### src/rtl/lsu_buf.sv
// Load/store buffer: request FIFO feeding a single-outstanding data-bus FSM with load writeback.
// Optional LSU_MISALIGN_CHK_EN adds misaligned-access trapping (misalign / misalign_addr ports).
module lsu_buf #(
    parameter int XLEN       = 32,
    parameter int MEMB_PARA  = 9,
    parameter int MEMB_DEPTH = 4
) (
    input  logic                 clk,
    input  logic                 rst,
    input  logic                 mem_vld,
    input  logic [MEMB_PARA-1:0] mem_para,
    input  logic [XLEN-1:0]      mem_addr,
    input  logic [XLEN-1:0]      mem_wdata,
    output logic                 mem_rdy,
    output logic                 dmem_req,
    output logic                 dmem_we,
    output logic [XLEN-1:0]      dmem_addr,
    output logic [XLEN-1:0]      dmem_wdata,
    output logic [3:0]           dmem_be,
    input  logic                 dmem_gnt,
    input  logic                 dmem_rvld,
    input  logic [XLEN-1:0]      dmem_rdata,
    output logic                 wb_vld,
    output logic [4:0]           wb_sel,
    output logic [XLEN-1:0]      wb_data,
    output logic                 busy
`ifdef LSU_MISALIGN_CHK_EN
    ,
    output logic                 misalign,
    output logic [XLEN-1:0]      misalign_addr
`endif
);
    localparam int AW = $clog2(MEMB_DEPTH);

    localparam logic [1:0] S_IDLE = 2'd0;
    localparam logic [1:0] S_REQ  = 2'd1;
    localparam logic [1:0] S_WAIT = 2'd2;

    logic [MEMB_PARA-1:0] para_mem  [MEMB_DEPTH];
    logic [XLEN-1:0]      addr_mem  [MEMB_DEPTH];
    logic [XLEN-1:0]      wdata_mem [MEMB_DEPTH];

    // Extra MSB on each pointer separates full from empty when the index bits match.
    logic [AW:0] wr_ptr, rd_ptr;
    logic        full, empty, push, pop, load_done, misalign_hit;
    logic [1:0]  state, state_nxt;

    logic [MEMB_PARA-1:0] h_para;
    logic [XLEN-1:0]      h_addr, h_wdata;
    logic                 h_store;
    logic [1:0]           h_size;
    logic [4:0]           h_rd;
    logic [3:0]           lane_be;
    logic [XLEN-1:0]      lane_wdata, byte_sh, half_sh, load_data;

    assign full    = (wr_ptr[AW] != rd_ptr[AW]) && (wr_ptr[AW-1:0] == rd_ptr[AW-1:0]);
    assign empty   = (wr_ptr == rd_ptr);
    assign mem_rdy = ~full;
    assign push    = mem_vld & ~full;
    assign busy    = ~empty | (state != S_IDLE);

    assign h_para  = para_mem[rd_ptr[AW-1:0]];
    assign h_addr  = addr_mem[rd_ptr[AW-1:0]];
    assign h_wdata = wdata_mem[rd_ptr[AW-1:0]];
    assign h_store = h_para[0];
    assign h_size  = h_para[2:1];
    assign h_rd    = h_para[8:4];

`ifdef LSU_MISALIGN_CHK_EN
    assign misalign_hit = (h_size == 2'b01 && h_addr[0]) || (h_size[1] && h_addr[1:0] != 2'b00);
`else
    assign misalign_hit = 1'b0;
`endif

    // NOTE: every always_comb output gets a default first so no path can infer a latch.
    always_comb begin
        lane_be    = 4'b1111;
        lane_wdata = h_wdata;
        if (h_size == 2'b00) begin
            lane_be    = 4'b0001 << h_addr[1:0];
            lane_wdata = {(XLEN/8){h_wdata[7:0]}};
        end else if (h_size == 2'b01) begin
            lane_be    = 4'b0011 << {h_addr[1], 1'b0};
            lane_wdata = {(XLEN/16){h_wdata[15:0]}};
        end
    end

    assign byte_sh = dmem_rdata >> {h_addr[1:0], 3'b000};
    assign half_sh = dmem_rdata >> {h_addr[1], 4'b0000};

    // funct3[2] selects zero extension; any size code with bit 1 set is a full word.
    always_comb begin
        load_data = dmem_rdata;
        if (h_size == 2'b00) begin
            load_data = h_para[3] ? {{(XLEN-8){1'b0}}, byte_sh[7:0]}
                                  : {{(XLEN-8){byte_sh[7]}}, byte_sh[7:0]};
        end else if (h_size == 2'b01) begin
            load_data = h_para[3] ? {{(XLEN-16){1'b0}}, half_sh[15:0]}
                                  : {{(XLEN-16){half_sh[15]}}, half_sh[15:0]};
        end
    end

    assign dmem_req   = (state == S_REQ);
    assign dmem_we    = dmem_req & h_store;
    assign dmem_addr  = dmem_req ? {h_addr[XLEN-1:2], 2'b00} : '0;
    assign dmem_be    = dmem_req ? lane_be : 4'b0000;
    assign dmem_wdata = dmem_we ? lane_wdata : '0;

    always_comb begin
        state_nxt = state;
        pop       = 1'b0;
        load_done = 1'b0;
        case (state)
            S_IDLE: begin
                if (!empty) begin
                    if (misalign_hit) pop = 1'b1;
                    else              state_nxt = S_REQ;
                end
            end
            S_REQ: begin
                if (dmem_gnt) begin
                    if (h_store) begin
                        pop       = 1'b1;
                        state_nxt = S_IDLE;
                    end else begin
                        state_nxt = S_WAIT;
                    end
                end
            end
            S_WAIT: begin
                if (dmem_rvld) begin
                    pop       = 1'b1;
                    load_done = 1'b1;
                    state_nxt = S_IDLE;
                end
            end
            default: state_nxt = S_IDLE;
        endcase
    end

    // NOTE: entry storage is not reset; the pointers alone define which entries are valid.
    always_ff @(posedge clk) begin
        if (push) begin
            para_mem[wr_ptr[AW-1:0]]  <= mem_para;
            addr_mem[wr_ptr[AW-1:0]]  <= mem_addr;
            wdata_mem[wr_ptr[AW-1:0]] <= mem_wdata;
        end
    end

    // NOTE: sequential state uses non-blocking assignments so all flops update from pre-edge values.
    always_ff @(posedge clk) begin
        if (!rst) begin
            wr_ptr  <= '0;
            rd_ptr  <= '0;
            state   <= S_IDLE;
            wb_vld  <= 1'b0;
            wb_sel  <= 5'd0;
            wb_data <= '0;
        end else begin
            if (push) wr_ptr <= wr_ptr + 1'b1;
            if (pop)  rd_ptr <= rd_ptr + 1'b1;
            state  <= state_nxt;
            wb_vld <= load_done && (h_rd != 5'd0);
            if (load_done) begin
                wb_sel  <= h_rd;
                wb_data <= load_data;
            end
        end
    end

`ifdef LSU_MISALIGN_CHK_EN
    always_ff @(posedge clk) begin
        if (!rst) begin
            misalign      <= 1'b0;
            misalign_addr <= '0;
        end else begin
            misalign <= (state == S_IDLE) && !empty && misalign_hit;
            if ((state == S_IDLE) && !empty && misalign_hit) misalign_addr <= h_addr;
        end
    end
`endif

endmodule
### config.mk
export PLATFORM = sky130hd
export DESIGN_NAME = lsu_buf
export DESIGN_NICKNAME = d
export VERILOG_FILES = /design/src/rtl/lsu_buf.sv
export SDC_FILE = /design/constraint.sdc
export NUM_CORES = 1
export LEC_CHECK = 0
export CAP_MARGIN = 10
export CORE_MARGIN = 8
export CORE_UTILIZATION = 45
export DETAILED_ROUTE_END_ITERATION = 10
export DONT_BUFFER_PORTS = 1
export PLACE_DENSITY = 0.72
export RECOVER_POWER = 50
export SLEW_MARGIN = 0
export SYNTH_ARGS = -nofsm -noshare
export SYNTH_HDL_FRONTEND = slang
export SYNTH_SLANG_ARGS = --single-unit
### constraint.sdc
create_clock -name clk -period 4.6 [get_ports clk]
set_input_delay 0.46 -clock clk [delete_from_list [all_inputs] [get_ports clk]]
set_output_delay 0.46 -clock clk [all_outputs]
set_load 0.005 [all_outputs]
# Yosys cells after proc, flatten, opt, wreduce, memory -nomap -nowiden
# Memory sizes are Yosys's and may differ from the RTL's. A register that Yosys moved wholly into a read port is not among the register bits.
# Index checks and enable logic that the tools add are counted.
[op_classes]
n_addsub = 2
eq_ne = 9
n_shift = 4
muxes = 29
bitwise = 5
n_reduce_logical = 7
[op_table]
columns = ["operator", "n"]
rows = [
  ["$mux 32", 8],
  ["$shr 32x5->16", 1],
  ["$shr 32x5->8", 1],
  ["$mux 2", 10],
  ["$mux 4", 3],
  ["$add 3x1->3 const B", 2],
  ["$mux 1", 6],
  ["$pmux 2 s3", 1],
  ["$reduce_bool 5->1", 1],
  ["$eq 2x1->1 const B", 2],
  ["$logic_not 2->1", 2],
  ["$ne 2x2->1 const B", 2],
  ["$shl 1x2->4 const A", 1],
  ["$shl 2x2->4 const A", 1],
  ["$eq 3x3->1", 1],
  ["$reduce_and 3->1", 1],
  ["$and 1x1->1", 2],
  ["$eq 2x2->1", 1],
  ["$eq 2x2->1 const B", 1],
  ["$logic_and 1x1->1", 2],
  ["$ne 2x1->1 const B", 1],
  ["$not 1->1", 2],
  ["$pmux 1 s2", 1],
  ["$reduce_bool 2->1", 1],
  ["2 further kinds", 2],
]
[totals]
ff_bits = 46
mem_bits_rw = 292
wordCells = 65
n_memories = 3
[memory_table]
columns = ["name", "words", "width", "read_ports", "rd_ports_with_merged_regs", "write_ports", "line_no", "source"]
rows = [
  ["addr_mem", 4, 32, 1, 1, 1, "40", "logic [XLEN-1:0] addr_mem [MEMB_DEPTH];"],
  ["wdata_mem", 4, 32, 1, 1, 1, "41", "logic [XLEN-1:0] wdata_mem [MEMB_DEPTH];"],
  ["para_mem", 4, 9, 1, 1, 1, "39", "logic [MEMB_PARA-1:0] para_mem [MEMB_DEPTH];"],
]

# Depth between registers and ports, before layout
[logic_depth]
depth_word = 6
ltp_mapped = 9
depth_no_buf = 7

# Worst setup path after synthesis
# Ideal clock, no wire load.
[synth_path]
path_type = "register to register"
startpoint = "register wr_ptr[0]"
endpoint = "memory addr_mem[3][0] (enable)"
arrival_time_ps = 2671
required_time_ps = 4159
setup_slack_ps = 1489
path_stages_with_launch = 4
path_buffers = 0
cell_sequence = "dfxtp_1 > xnor2_1 > a31oi_1 > and2_1"
[synth_between]
elab_chain_len = 6
[synth_rtl]
columns = ["item", "line_no", "source"]
rows = [
  ["from (decl)", "44", "logic [AW:0] wr_ptr, rd_ptr;"],
  ["from (signal assigned)", "160", "if (push) wr_ptr <= wr_ptr + 1'b1;"],
  ["$eq 2x2->1", "56", "assign full = (wr_ptr[AW] != rd_ptr[AW]) && (wr_ptr[AW-1:0] == rd_ptr[AW-1:0]);"],
  ["$logic_and 1x1->1", "56", ""],
  ["$not 1->1", "59", "assign push = mem_vld & ~full;"],
  ["$and 1x1->1", "59", ""],
  ["$mux 1", "143", "if (push) begin"],
  ["$mux 1 (not written as such)", "145", "addr_mem[wr_ptr[AW-1:0]] <= mem_addr;"],
  ["to (decl)", "40", ""],
]
# Several ways; a longest one is shown, not always the timed one.

# Worst setup path in the final report
[layout_path]
startpoint = "register wr_ptr[0]"
endpoint = "memory addr_mem[2][13] (enable)"
# The elaborated chain is that of the path after synthesis.

==> metrics.md <==
| Metric | Value |
|---|---|
| CTS Buf Count | 37 |
| Initial core utilization | 45.5% |
| Clk pwr share | 40.0% |
| Peak VDD IR | 0.316 mV |
| Fin crit period | 3.67 ns |
| Grt ovf | 0 |
| Reg2Reg Setup Slack | 0.93 ns |
| RSZ-0062 raised after global routing | no |
| Number of enable flip-flop cells after synthesis | 292 |
| Yosys cell types | 45 |
| GPL Wtd Cong | 0.827 |
| Post-synthesis async set-or-reset flop share | 0% |
| Final cell count without fillers | 1285 |
| Largest net degree at the start of global routing | 62 |
| CP startpoint | wr_ptr[0]$_SDFFE_PN0P_ |
| GRT Util Overall | 17.3% |
| Max-slew headroom | -46.0% |
| Row cnt | 64 |
| Detailed placement HPWL | 21.5 mm |
| Slew Viols, Final | 28 |
| Syn-to-layout area delta | 11.5% |
| Crit-path max cell delay | 1.69 ns |
| Die ar. | 36700 µm² |
| Crit path max fanout | 27 |
| Fin nets | 982 |
| Worst-Margin Slew | 2.19 ns |
| Internal power | 5510 µW |
| Violated checks | capacitance limit, slew limit |
| Startpoint Class | flip-flop |
| Initial antenna violation count | 0 |
| Cell total after placement | 1215 |
| Synthesized area | 13900 µm² |
| Post-route ant nets | 0 |
| Fin Clk Skew | 0.0199 ns |
| Ports | 220 |
| Worst r2r src | wr_ptr[0]$_SDFFE_PN0P_ |
| Synth area leader | edfxtp_1 |
| Sw frac | 24.2% |
| # DRC | 0 |
| CP required | 4.78 ns |
| CP arrival | 3.86 ns |
| Cts repair resizes | 0 |
| Number of cells on the worst reg-to-reg path | 4 |
| RR Endpoint | addr_mem[2][13]$_DFFE_PP_ |
| PD cells | 470 nW/µm² |
| Total negative slack | 0 ns |
| Final setup viols | 0 |
| Outcome | finished with violations |
| Leak | 0.00505 µW |
| Drt total wl | 32.3 mm |
| Cell Chain, Critical Path | xnor2_1 -> a31oi_1 -> and2_0 -> buf_4 |
| Number of stages on the worst setup path | 4 |
| Share of layout cells above drive strength 1 | 16.6% |
| Worst-Skew Late Latency | 0.53 ns |
| F_max | 272 MHz |
| Crit path buffers/inverters | 1 |
| # diodes | 0 |
| CP Capture Type | flip-flop |
| Crit path to | addr_mem[2][13]$_DFFE_PP_ |
| WS Path Type | reg -> reg |
| Sequential fraction of the synthesis area | 70.0% |
| Wirelength per Cell | 25.2 µm |
| TritonCTS clock tree | built |
| Root Driver | clkbuf_16 |
| Core region area | 30500 µm² |
| #FFs+latches synth | 340 |
| Clock slew at reported path FFs | 0.06 ns |
| Number of DRC markers in iteration 0 | 452 |
| Yosys top cell area share | 63.1% |
| Max cap viols | 1 |
| CTS max path bufs | 3 |
| CP max stage cell | and2_0 |
| Top post-synthesis cells by area | edfxtp_1 63%, mux4_2 12%, dfxtp_1 6.9% |
| Comb power frac | 11.1% |
| Sw power | 1760 µW |
| Final hold viol count | 0 |
| Sink Count | 340 |
| Router iterations before antenna repair | 5 |
| Vias/cell | 5.79 |
| CP top delay family | simple AND/OR/NAND/NOR gates |
| Die H | 192 µm |
| Vias in the first global route | 7638 |
| IO Port Bufs | 0 |
| Cells after synthesis | 859 |
| Global-route wire length before repair | 47.9 mm |
| Die W | 192 µm |
| Synth Flop Type | edfxtp_1 |
| H-tree Lvls | 2 |
| Synth warn | 0 |
| Type of the worst min-delay path | in -> reg |
| Via count | 7441 |
| Syn avg cell area | 16.2 µm² |
| Reg power frac | 48.9% |
| Final worst-path cycle share | 79.9% |
==> metal layers <==
layer	wire, µm	vias up	share of wire (%)	GRT usage, %
met5	0	-	0	0
met4	905	0	2.8	5.51
met3	4200	54	13	8.22
met2	15200	347	47	28.2
met1	12000	3730	37	20.0
li1	-	3310	-	-
==> layout by cell type, fill, tap and decap left out, types with 5 or more instances in the layout <==
cell type        n
a21oi_1         32
clkbuf_16       38
dlygate4sd3_1    5
mux4_2          73
nand3_1         20
o21ai_1         10
edfxtp_1       292
inv_1           10
buf_4           13
nor2_1          30
a211oi_1         8
dfxtp_1         46
and3_1           8
and2_1          35
clkbuf_1        10
o22a_1           6
o21ai_0         12
mux2i_1         29
o31ai_1          7
nand2_1        120
ha_1             8
clkinv_1         5
a22o_1           6
xnor2_1          6
a21boi_0         6
o22ai_1          7
==> worst min-delay path by stage <==
stage                             from  slack (ns)                         to  cells past startpoint
5_1_grt                   mem_addr[17]       0.001  addr_mem[3][17]$_DFFE_PP_                      0
3_3_place_gp     state[1]$_SDFFE_PN0P_        0.46      state[1]$_SDFFE_PN0P_                      2
6_report                  mem_wdata[4]        0.02  wdata_mem[1][4]$_DFFE_PP_                      0
3_5_place_dp   wb_data[3]$_SDFFE_PN0P_        0.48    wb_data[3]$_SDFFE_PN0P_                      2
4_1_cts                   mem_addr[18]       0.002  addr_mem[3][18]$_DFFE_PP_                      0
2_1_floorplan    state[1]$_SDFFE_PN0P_        0.45      state[1]$_SDFFE_PN0P_                      2
==> synthesized netlist by cell type (2+ instances only) <==
master    number
o31ai_1        7
buf_2         14
edfxtp_1     292
and2_1        40
nor2_1        30
mux2i_1       29
clkbuf_1      26
ha_1           9
nand2_1      120
a21oi_1       32
nor2b_1        3
buf_6          5
and3_1         8
o22ai_1        7
inv_1         10
xnor2_1        6
a22o_1         6
buf_4          3
buf_1          6
nor3_1         2
or3_1          3
a211oi_1       8
nand3_1       20
o21ai_0       12
dfxtp_1       48
o22a_1         6
o21ai_1       10
a221oi_1       3
mux4_2        73
a21boi_0       6
==> area by class of cell <==
type                       count  area, µm²
multi-input combinational    455       3860
tap                          396        495
clock buffer                  49       1000
fill                        2458      15000
inverter                      11       41.3
clock inverter                16        209
sequential                   340       9740
timing repair buffer          18        148
==> flip-flops by register name, indices dropped and copies added, names as in the netlist, named ones only <==
signal,cells
state,2
wr_ptr,3
wb_data,32
wb_sel,5
wb_vld,1
addr_mem,128
rd_ptr,3
wdata_mem,128
para_mem,36
==> power by group through the flow <==
stage          clock, µW  sequential, µW  combinational (µW)
5_1_grt             3110            3570                 882
2_1_floorplan          0            3600                 609
3_3_place_gp           0            3620                 810
3_5_place_dp           0            3630                 817
4_1_cts             2980            3560                 819
6_report            2910            3560                 804
==> repair_timing <==
action / 4_1_cts / 5_1_grt
hold buffers: 0 / 5
endpoints found under the hold margin: 0 / 12
endpoints found under the setup margin: 0 / 0
buffers inserted: 0 / 0
==> metrics by stage <==
stage               hold WS [ns]  instance area, µm²  util (%)  setup slack (ns)  total power [µW]
floorplan                  0.447               13900         -              1.49              4210
global placement           0.460               14200      46.7              1.63              4430
detailed placement         0.476               14200      46.7              1.59              4440
CTS                      0.00242               15400      50.6              1.04              7360
global route             0.00108               15500      50.8             0.561              7570
finish                    0.0217               15500      50.8             0.927              7280
==> logic make-up after synthesis <==
| kind of cell | share of synthesized area [%] |
|---|---|
| flip-flops | 70.0 |
| AND/OR/NAND/NOR | 7.49 |
| other | 0.0270 |
| buffers and inverters | 2.23 |
| AO/OA/AOI/OAI | 4.95 |
| multiplexers | 14.0 |
| adder cells (fa/ha/maj) | 0.811 |
| XOR/XNOR | 0.441 |
No activity file was read; power rests on OpenSTA's default activity.
